[config.mk]
export PLATFORM = sky130hd
export DESIGN_NAME = pinmux_matrix_flat
export DESIGN_NICKNAME = d
export VERILOG_FILES = /design/src/rtl/pinmux_matrix_if.sv /design/src/rtl/pinmux_matrix.sv /design/src/flat_wrapper.sv
export SDC_FILE = /design/constraint.sdc
export NUM_CORES = 2
export LEC_CHECK = 0
export CAP_MARGIN = 15
export CORE_MARGIN = 1.5
export CORE_UTILIZATION = 59
export CTS_CLUSTER_SIZE = 24
export DETAILED_ROUTE_END_ITERATION = 7
export GPL_TIMING_DRIVEN = 0
export PLACE_DENSITY = 0.83
export SLEW_MARGIN = 25
export SYNTH_ARGS = -nofsm -noshare
export SYNTH_HDL_FRONTEND = slang
export SYNTH_SLANG_ARGS = --single-unit
[constraint.sdc]
create_clock -name clk_i -period 5.2 [get_ports clk_i]
set_input_delay 1.04 -clock clk_i [delete_from_list [all_inputs] [get_ports clk_i]]
set_output_delay 1.04 -clock clk_i [all_outputs]
set_load 0.01 [all_outputs]
[src/rtl/pinmux_matrix_if.sv]
// Peripheral bus (OBI subset) between the bus master and the pinmux register file.
interface pinmux_matrix_if;
  logic        req_i;
  logic        we_i;
  logic [3:0]  be_i;
  logic [31:0] addr_i;
  logic [31:0] data_i;
  logic        gnt_o;
  logic        rvalid_o;
  logic [31:0] data_o;

  modport master (
    output req_i, we_i, be_i, addr_i, data_i,
    input  gnt_o, rvalid_o, data_o
  );

  modport slave (
    input  req_i, we_i, be_i, addr_i, data_i,
    output gnt_o, rvalid_o, data_o
  );
endinterface

[src/rtl/pinmux_matrix.sv]
// Pad/function matrix with synchronised, debounced inputs, guarded select switchover and config lock.
// Pad outputs and bus responses are registered (1 cycle); gnt follows req, so the bus never stalls.
module pinmux_matrix #(
  parameter int unsigned     IO_NUM       = 16,
  parameter int unsigned     FUNC_NUM     = 4,
  parameter int unsigned     SYNC_STAGES  = 2,
  parameter int unsigned     DB_W         = 8,
  parameter logic [DB_W-1:0] DB_DEFAULT   = DB_W'(4),
  parameter int unsigned     GUARD_CYCLES = 4
) (
  input  logic                       clk_i,
  input  logic                       rst_i,
  input  logic [IO_NUM*FUNC_NUM-1:0] func_oe_i,
  input  logic [IO_NUM*FUNC_NUM-1:0] func_val_i,
  output logic [IO_NUM*FUNC_NUM-1:0] func_val_o,
  input  logic [IO_NUM-1:0]          io_val_i,
  output logic [IO_NUM-1:0]          io_val_o,
  output logic [IO_NUM-1:0]          io_oe_o,
  pinmux_matrix_if.slave             bus
);

  localparam int unsigned NW = (IO_NUM + 7) / 8;
  localparam int unsigned NB = IO_NUM * FUNC_NUM;
  localparam int unsigned IW = (NB < 2) ? 1 : $clog2(NB);
  localparam int unsigned GW = (GUARD_CYCLES < 2) ? 1 : $clog2(GUARD_CYCLES + 1);

  typedef enum logic {RUN, GUARD} guard_state_e;

  logic [3:0]      sel_q   [IO_NUM];
  logic [3:0]      sel_d   [IO_NUM];
  guard_state_e    gst_q   [IO_NUM];
  guard_state_e    gst_d   [IO_NUM];
  logic [GW-1:0]   gcnt_q  [IO_NUM];
  logic [GW-1:0]   gcnt_d  [IO_NUM];
  logic [DB_W-1:0] dbcnt_q [IO_NUM];
  logic [DB_W-1:0] dbcnt_d [IO_NUM];
  logic [IO_NUM-1:0] sync_q [SYNC_STAGES];
  logic [IO_NUM-1:0] sync_d [SYNC_STAGES];
  logic [IW-1:0]   oidx    [IO_NUM];
  logic [IW-1:0]   fidx    [IO_NUM];

  logic [IO_NUM-1:0] db_en_q, db_en_d;
  logic [DB_W-1:0]   db_thr_q, db_thr_d;
  logic              lock_q, lock_d;
  logic [IO_NUM-1:0] filt_q, filt_d;
  logic [IO_NUM-1:0] io_oe_q, io_oe_d;
  logic [IO_NUM-1:0] io_val_q, io_val_d;
  logic              rvalid_q, rvalid_d;
  logic [31:0]       rdata_q, rdata_d;
  logic [DB_W-1:0]   thr_eff;

  logic [11:0] addr;
  logic        wr_acc, rd_acc, sel_hit;
  logic        unused_bits;

  assign addr        = bus.addr_i[11:0];
  assign wr_acc      = bus.req_i & bus.we_i;
  assign rd_acc      = bus.req_i & ~bus.we_i;
  assign sel_hit     = (addr[11:8] == 4'h0) && (int'(addr[7:2]) < int'(NW));
  assign unused_bits = ^{bus.addr_i[31:12], bus.addr_i[1:0]};

  assign bus.gnt_o    = bus.req_i;
  assign bus.rvalid_o = rvalid_q;
  assign bus.data_o   = rdata_q;
  assign io_oe_o      = io_oe_q;
  assign io_val_o     = io_val_q;

  // Configuration registers; the lock only blocks SEL/DB_EN/DB_THR, never itself.
  always_comb begin
    sel_d    = sel_q;
    db_en_d  = db_en_q;
    db_thr_d = db_thr_q;
    lock_d   = lock_q;
    if (wr_acc && !lock_q) begin
      if (sel_hit) begin
        for (int p = 0; p < int'(IO_NUM); p++) begin
          if ((p / 8 == int'(addr[7:2])) && bus.be_i[(p % 8) / 2] &&
              (32'(bus.data_i[4*(p%8) +: 4]) < FUNC_NUM)) begin
            sel_d[p] = bus.data_i[4*(p%8) +: 4];
          end
        end
      end else if (addr[11:2] == 10'h040) begin
        for (int p = 0; p < int'(IO_NUM); p++) begin
          if (bus.be_i[p / 8]) db_en_d[p] = bus.data_i[p];
        end
      end else if (addr[11:2] == 10'h041) begin
        for (int j = 0; j < int'(DB_W); j++) begin
          if (bus.be_i[j / 8]) db_thr_d[j] = bus.data_i[j];
        end
      end
    end
    if (wr_acc && (addr[11:2] == 10'h042) && bus.be_i[0] && bus.data_i[0]) begin
      lock_d = 1'b1;
    end
  end

  always_comb begin
    rvalid_d = bus.req_i;
    rdata_d  = '0;
    if (rd_acc) begin
      if (sel_hit) begin
        for (int p = 0; p < int'(IO_NUM); p++) begin
          if (p / 8 == int'(addr[7:2])) rdata_d[4*(p%8) +: 4] = sel_q[p];
        end
      end else begin
        case (addr[11:2])
          10'h040: rdata_d = 32'(db_en_q);
          10'h041: rdata_d = 32'(db_thr_q);
          10'h042: rdata_d = 32'(lock_q);
          10'h043: rdata_d = 32'(filt_q);
          default: rdata_d = '0;
        endcase
      end
    end
  end

  // Guard FSM and output mux; outputs are blanked from the very edge a select change is accepted.
  always_comb begin
    io_oe_d  = '0;
    io_val_d = '0;
    for (int p = 0; p < int'(IO_NUM); p++) begin
      gst_d[p]  = gst_q[p];
      gcnt_d[p] = gcnt_q[p];
      oidx[p]   = IW'(p * int'(FUNC_NUM)) + IW'(sel_d[p]);
      if ((GUARD_CYCLES > 0) && (sel_d[p] != sel_q[p])) begin
        gst_d[p]  = GUARD;
        gcnt_d[p] = GW'(GUARD_CYCLES);
      end else if (gst_q[p] == GUARD) begin
        gcnt_d[p] = gcnt_q[p] - GW'(1);
        if (gcnt_q[p] == GW'(1)) gst_d[p] = RUN;
      end
      if (gst_d[p] == RUN) begin
        io_oe_d[p]  = func_oe_i[oidx[p]];
        io_val_d[p] = func_val_i[oidx[p]];
      end
    end
  end

  always_comb begin
    func_val_o = '0;
    for (int p = 0; p < int'(IO_NUM); p++) begin
      fidx[p] = IW'(p * int'(FUNC_NUM)) + IW'(sel_q[p]);
      if (gst_q[p] == RUN) func_val_o[fidx[p]] = filt_q[p];
    end
  end

  // A zero threshold behaves like 1 so an enabled filter still tracks the input.
  assign thr_eff = (db_thr_q == '0) ? DB_W'(1) : db_thr_q;

  always_comb begin
    sync_d[0] = io_val_i;
    for (int s = 1; s < int'(SYNC_STAGES); s++) sync_d[s] = sync_q[s-1];
    filt_d = filt_q;
    for (int p = 0; p < int'(IO_NUM); p++) begin
      dbcnt_d[p] = '0;
      if (!db_en_q[p]) begin
        filt_d[p] = sync_q[SYNC_STAGES-1][p];
      end else if (sync_q[SYNC_STAGES-1][p] != filt_q[p]) begin
        if ((DB_W+1)'(dbcnt_q[p]) + (DB_W+1)'(1) >= (DB_W+1)'(thr_eff)) begin
          filt_d[p] = sync_q[SYNC_STAGES-1][p];
        end else begin
          dbcnt_d[p] = dbcnt_q[p] + DB_W'(1);
        end
      end
    end
  end

  always_ff @(posedge clk_i) begin
    if (rst_i) begin
      for (int p = 0; p < int'(IO_NUM); p++) begin
        sel_q[p]   <= '0;
        gst_q[p]   <= RUN;
        gcnt_q[p]  <= '0;
        dbcnt_q[p] <= '0;
      end
      for (int s = 0; s < int'(SYNC_STAGES); s++) sync_q[s] <= '0;
      db_en_q  <= '0;
      db_thr_q <= DB_DEFAULT;
      lock_q   <= 1'b0;
      filt_q   <= '0;
      io_oe_q  <= '0;
      io_val_q <= '0;
      rvalid_q <= 1'b0;
      rdata_q  <= '0;
    end else begin
      sel_q    <= sel_d;
      gst_q    <= gst_d;
      gcnt_q   <= gcnt_d;
      dbcnt_q  <= dbcnt_d;
      sync_q   <= sync_d;
      db_en_q  <= db_en_d;
      db_thr_q <= db_thr_d;
      lock_q   <= lock_d;
      filt_q   <= filt_d;
      io_oe_q  <= io_oe_d;
      io_val_q <= io_val_d;
      rvalid_q <= rvalid_d;
      rdata_q  <= rdata_d;
    end
  end

endmodule

[src/flat_wrapper.sv]
// flat-port wrapper written by rule: the top's interface ports become plain ports
module pinmux_matrix_flat 
#(
  parameter int unsigned     IO_NUM       = 16,
  parameter int unsigned     FUNC_NUM     = 4,
  parameter int unsigned     SYNC_STAGES  = 2,
  parameter int unsigned     DB_W         = 8,
  parameter logic [DB_W-1:0] DB_DEFAULT   = DB_W'(4),
  parameter int unsigned     GUARD_CYCLES = 4
)
  (clk_i, rst_i, func_oe_i, func_val_i, func_val_o, io_val_i, io_val_o, io_oe_o, bus_req_i, bus_we_i, bus_be_i, bus_addr_i, bus_data_i, bus_gnt_o, bus_rvalid_o, bus_data_o);
  pinmux_matrix_if bus_i ();
  input  logic clk_i;
  input  logic rst_i;
  input  logic [IO_NUM*FUNC_NUM-1:0] func_oe_i;
  input  logic [IO_NUM*FUNC_NUM-1:0] func_val_i;
  output logic [IO_NUM*FUNC_NUM-1:0] func_val_o;
  input  logic [IO_NUM-1:0] io_val_i;
  output logic [IO_NUM-1:0] io_val_o;
  output logic [IO_NUM-1:0] io_oe_o;
  input wire logic [$bits(bus_i.req_i)-1:0] bus_req_i;
  input wire logic [$bits(bus_i.we_i)-1:0] bus_we_i;
  input wire logic [$bits(bus_i.be_i)-1:0] bus_be_i;
  input wire logic [$bits(bus_i.addr_i)-1:0] bus_addr_i;
  input wire logic [$bits(bus_i.data_i)-1:0] bus_data_i;
  output wire logic [$bits(bus_i.gnt_o)-1:0] bus_gnt_o;
  output wire logic [$bits(bus_i.rvalid_o)-1:0] bus_rvalid_o;
  output wire logic [$bits(bus_i.data_o)-1:0] bus_data_o;
  assign bus_i.req_i = bus_req_i;
  assign bus_i.we_i = bus_we_i;
  assign bus_i.be_i = bus_be_i;
  assign bus_i.addr_i = bus_addr_i;
  assign bus_i.data_i = bus_data_i;
  assign bus_gnt_o = bus_i.gnt_o;
  assign bus_rvalid_o = bus_i.rvalid_o;
  assign bus_data_o = bus_i.data_o;
  pinmux_matrix #(.IO_NUM(IO_NUM), .FUNC_NUM(FUNC_NUM), .SYNC_STAGES(SYNC_STAGES), .DB_W(DB_W), .DB_DEFAULT(DB_DEFAULT), .GUARD_CYCLES(GUARD_CYCLES)) u_core (.clk_i(clk_i), .rst_i(rst_i), .func_oe_i(func_oe_i), .func_val_i(func_val_i), .func_val_o(func_val_o), .io_val_i(io_val_i), .io_val_o(io_val_o), .io_oe_o(io_oe_o), .bus(bus_i));
endmodule
==> reports/metrics.cfg <==
[timing]
setup_viol = 0
rsz0062_at_grt = false
finalHoldViolCount = 0
fmax_ghz = 0.193
slew-limit-headroom = 0.190
tightest_slew_ns = 1.22
drv_slew = 0
finalCritPeriodShare = 0.994
min_period_ns = 5.17
fin_skew_ns = 0.0147

[flow_run]
maxCapViolCount = 0

[placement]
dpl_cell_area_um2 = 35900
dp_cells = 4994
gp_congestion = 1.14
dpl.hpwl_mm = 101
io_buffers = 313

[setup_path]
critPathArrivalTime_ns = 5.66
path_class = input pin to register
cpMostUsedCell = buf_2
start_kind = input pin
max_stage_delay_ns = 0.68
cpMaxStageDelayCell = clkdlybuf4s50_1
crit_chain = clkdlybuf4s50_1 -> or4_1 -> buf_2 -> nor4_4 -> buf_2 -> nand4_1 -> nand2_2 -> clkinv_1 -> ha_1 -> a2111oi_0 -> o32ai_1 -> and3_1
worstPathMaxFanout = 10
end_kind = register
cp_data_required_time_ns = 5.69

[final_layout]
layout-drive-gt1-share = 0.0656
multi_input_area_um2 = 22600
syn2layout_area_growth_pct = 17.6
ff_latch_area_um2 = 7890
num-nets-final = 4782
fill_cells = 4334
final_core_util = 0.707
num_antenna_cells = 0
fin_area_um2 = 37500
instances_no_fill = 5076

[floorplan]
io_pins = 346
die_w_um = 235
num_rows = 84
core_um2 = 53000
die_y_um = 235
start_util = 0.601
dieArea_um2 = 55400

[cts]
cts_made_buffers = 46
clk_pin_slew_ns = 0.07
cts_buffer_depth = 3
cts_tree = done
clock_latency_ns = 0.61
clock_sinks = 394
cts_htree_levels = 2
root_buffer = clkbuf_16
ctsHoldBuffers = 0

[pwr]
leakagePower_nw = 15.3
switching_share = 0.262
combPwrFrac = 0.107
p_int_mw = 5.24
power_density_nw_per_um2 = 190
p_switching_mw = 1.86
clkPwrFrac = 0.462
irDropWorstVdd_v = 0.000213
p_seq_frac = 0.431

[drt]
drt-pass1-iter-count = 8
remaining_drc_errors = 1
vias = 34498
vias_per_cell = 6.80
wl_per_cell_um = 26.4
wl_mm = 134
drtIter0Drc = 5046
drtAntennaViolNets = 0

[synth]
async_flop_share = 0
synth_compound_area_frac = 0.171
synth-edff-count = 0
syn_area_um2 = 31900
synth-main-ff-cell = dfxtp_1
avgSynthCellArea_um2 = 7.98
synthCells = 3992
synth.distinct_cells = 78
muxShareOfSynthArea = 0.159
synth_top_family_by_area = simple AND/OR/NAND/NOR gates
synth_fp_nets = 4417
synthSimpleGateAreaFrac = 0.246
synth_seq_cells = 394
synth_warnings = 0
synth_fa_ha_area_frac = 0.0821
yosysSeqAreaShare = 0.248
synth-xor-area-share = 0.0484

[outcome]
violations = DRC
status = finished, violations left

[min_path]
hp-class = register to register

[global_route]
antenna_found_initial = 4
grt_max_degree = 18
grt_pass1_wl_mm = 195
track_usage = 0.464
grt_pass1_vias = 32026
grt_remaining_overflow = 0

-- registers in the layout, indices dropped and copies added (netlist names), 32 cells and up --
name / count
u_core.dbcnt_q: 128
u_core.sel_q: 64
u_core.bus.data_o: 32
u_core.gcnt_q: 48
-- critical path, delay by kind of cell --
family	cells	cell delay [ns]
and+or+nand+nor	5	2.00
buffers and inverters	4	1.48
AOI/OAI and AO/OA	2	0.76
adders and majority gates	1	0.37
-- Yosys cell counts, types with 48 or more instances --
library cell | instances | area share
inv_1 | 107 | 0.013
o21ai_0 | 151 | 0.024
nor2b_1 | 225 | 0.044
nor3_1 | 68 | 0.011
nand2b_1 | 60 | 0.012
o22ai_1 | 56 | 0.011
a31oi_1 | 53 | 0.010
clkbuf_1 | 201 | 0.024
a21oi_1 | 168 | 0.026
xnor2_1 | 91 | 0.025
ha_1 | 209 | 0.082
nand3_1 | 173 | 0.027
dfxtp_1 | 394 | 0.25
mux2i_1 | 338 | 0.11
mux2_2 | 56 | 0.020
nor2_1 | 380 | 0.045
nand2_1 | 424 | 0.050
xor2_1 | 85 | 0.023
a211oi_1 | 84 | 0.020
a22oi_1 | 48 | 0.011
-- per-layer routing --
layer	GRT usage	routed length, µm	vias up
met5	0	30	-
met4	0.332	12000	4
met3	0.125	18000	757
met2	0.709	55800	2720
met1	0.563	48300	15843
li1	-	-	15174
-- repair_timing --
| action | CTS | global route |
|---|---|---|
| pin swaps | 0 | 1 |
| gates cloned | 0 | 0 |
| gates resized for setup | 2 | 25 |
| setup endpoints to repair | 10 | 31 |
| buffers inserted | 0 | 4 |
-- placed cells by master (no fill, tap or decap), types with 32 or more instances in the layout --
master | netlist | routed
and3_1 | 35 | 35
nand3_1 | 173 | 173
xor2_1 | 85 | 85
nor2_1 | 380 | 378
clkdlybuf4s50_1 | 0 | 313
nand2_1 | 424 | 423
and2_1 | 32 | 32
o21ai_0 | 151 | 151
a21oi_1 | 168 | 168
nand3b_1 | 33 | 33
a211oi_1 | 84 | 84
mux2i_1 | 338 | 336
mux2_2 | 56 | 56
ha_1 | 209 | 209
xnor2_1 | 91 | 91
nand4_1 | 33 | 33
mux4_2 | 42 | 42
a31oi_1 | 53 | 53
nor3_1 | 68 | 66
a22oi_1 | 48 | 48
o22ai_1 | 56 | 56
inv_1 | 107 | 107
dfxtp_1 | 394 | 393
clkbuf_16 | 0 | 47
nor2b_1 | 225 | 225
nand2b_1 | 60 | 60
clkbuf_1 | 201 | 199
-- logic make-up (layout without fill, tap and decap cells) --
kind of cell               after synthesis  count (layout)
buffers and inverters                  366             762
adders and majority gates              209             209
xor gates and xnor gates               176             176
muxes                                  443             443
DFF                                    394             394
AOI/OAI and AO/OA                      815             815
and+or+nand+nor                       1589            1589
-- power groups by stage --
stage                     logic (mW)  clock network, mW  registers (mW)
after global routing           0.761               3.38            3.06
after floorplan                0.260                  0            3.13
after global placement         0.698                  0            3.13
after CTS                      0.705               3.26            3.06
final                          0.762               3.28            3.06
after detailed placement       0.701                  0            3.13
-- cell type report --
cell class / count / share of cell area
Buffer: 255 / 0.0286
Clock buffer: 61 / 0.0344
Clock inverter: 18 / 0.00521
Inverter: 109 / 0.0109
Multi-Input combinational cell: 3232 / 0.602
Sequential cell: 394 / 0.211
Tap cell: 688 / 0.0230
Timing Repair Buffer: 319 / 0.0849
-- per-stage QoR --
stage	hold WS [ns]	setup TNS, ns	power [mW]	worst slack (ns)
6_report	0.439	0	7.10	0.0295
5_1_grt	0.451	0	7.20	0.0257
4_1_cts	0.439	0	7.03	0.0201
3_5_place_dp	0.425	-5.99	3.83	-0.485
3_3_place_gp	0.417	-14.23	3.82	-0.861
2_1_floorplan	0.414	0	3.39	0.926
-- final timing paths --
check | from | endpoint | slack [ns] | cells after the start
worst max-delay path | bus_addr_i[5] | u_core.io_oe_o[13]$_SDFF_PP0_ | 0.03 | 12
worst min-delay path | u_core.sync_d[2]$_SDFF_PP0_ | u_core.sync_q[2]$_SDFF_PP0_ | 0.44 | 1
worst max register to register | u_core.lock_q$_SDFFE_PP0P_ | u_core.io_val_o[7]$_SDFF_PP0_ | 1.12 | 10
worst min register to register | u_core.sync_d[2]$_SDFF_PP0_ | u_core.sync_q[2]$_SDFF_PP0_ | 0.44 | 1
No activity file was read; power rests on OpenSTA's default activity.
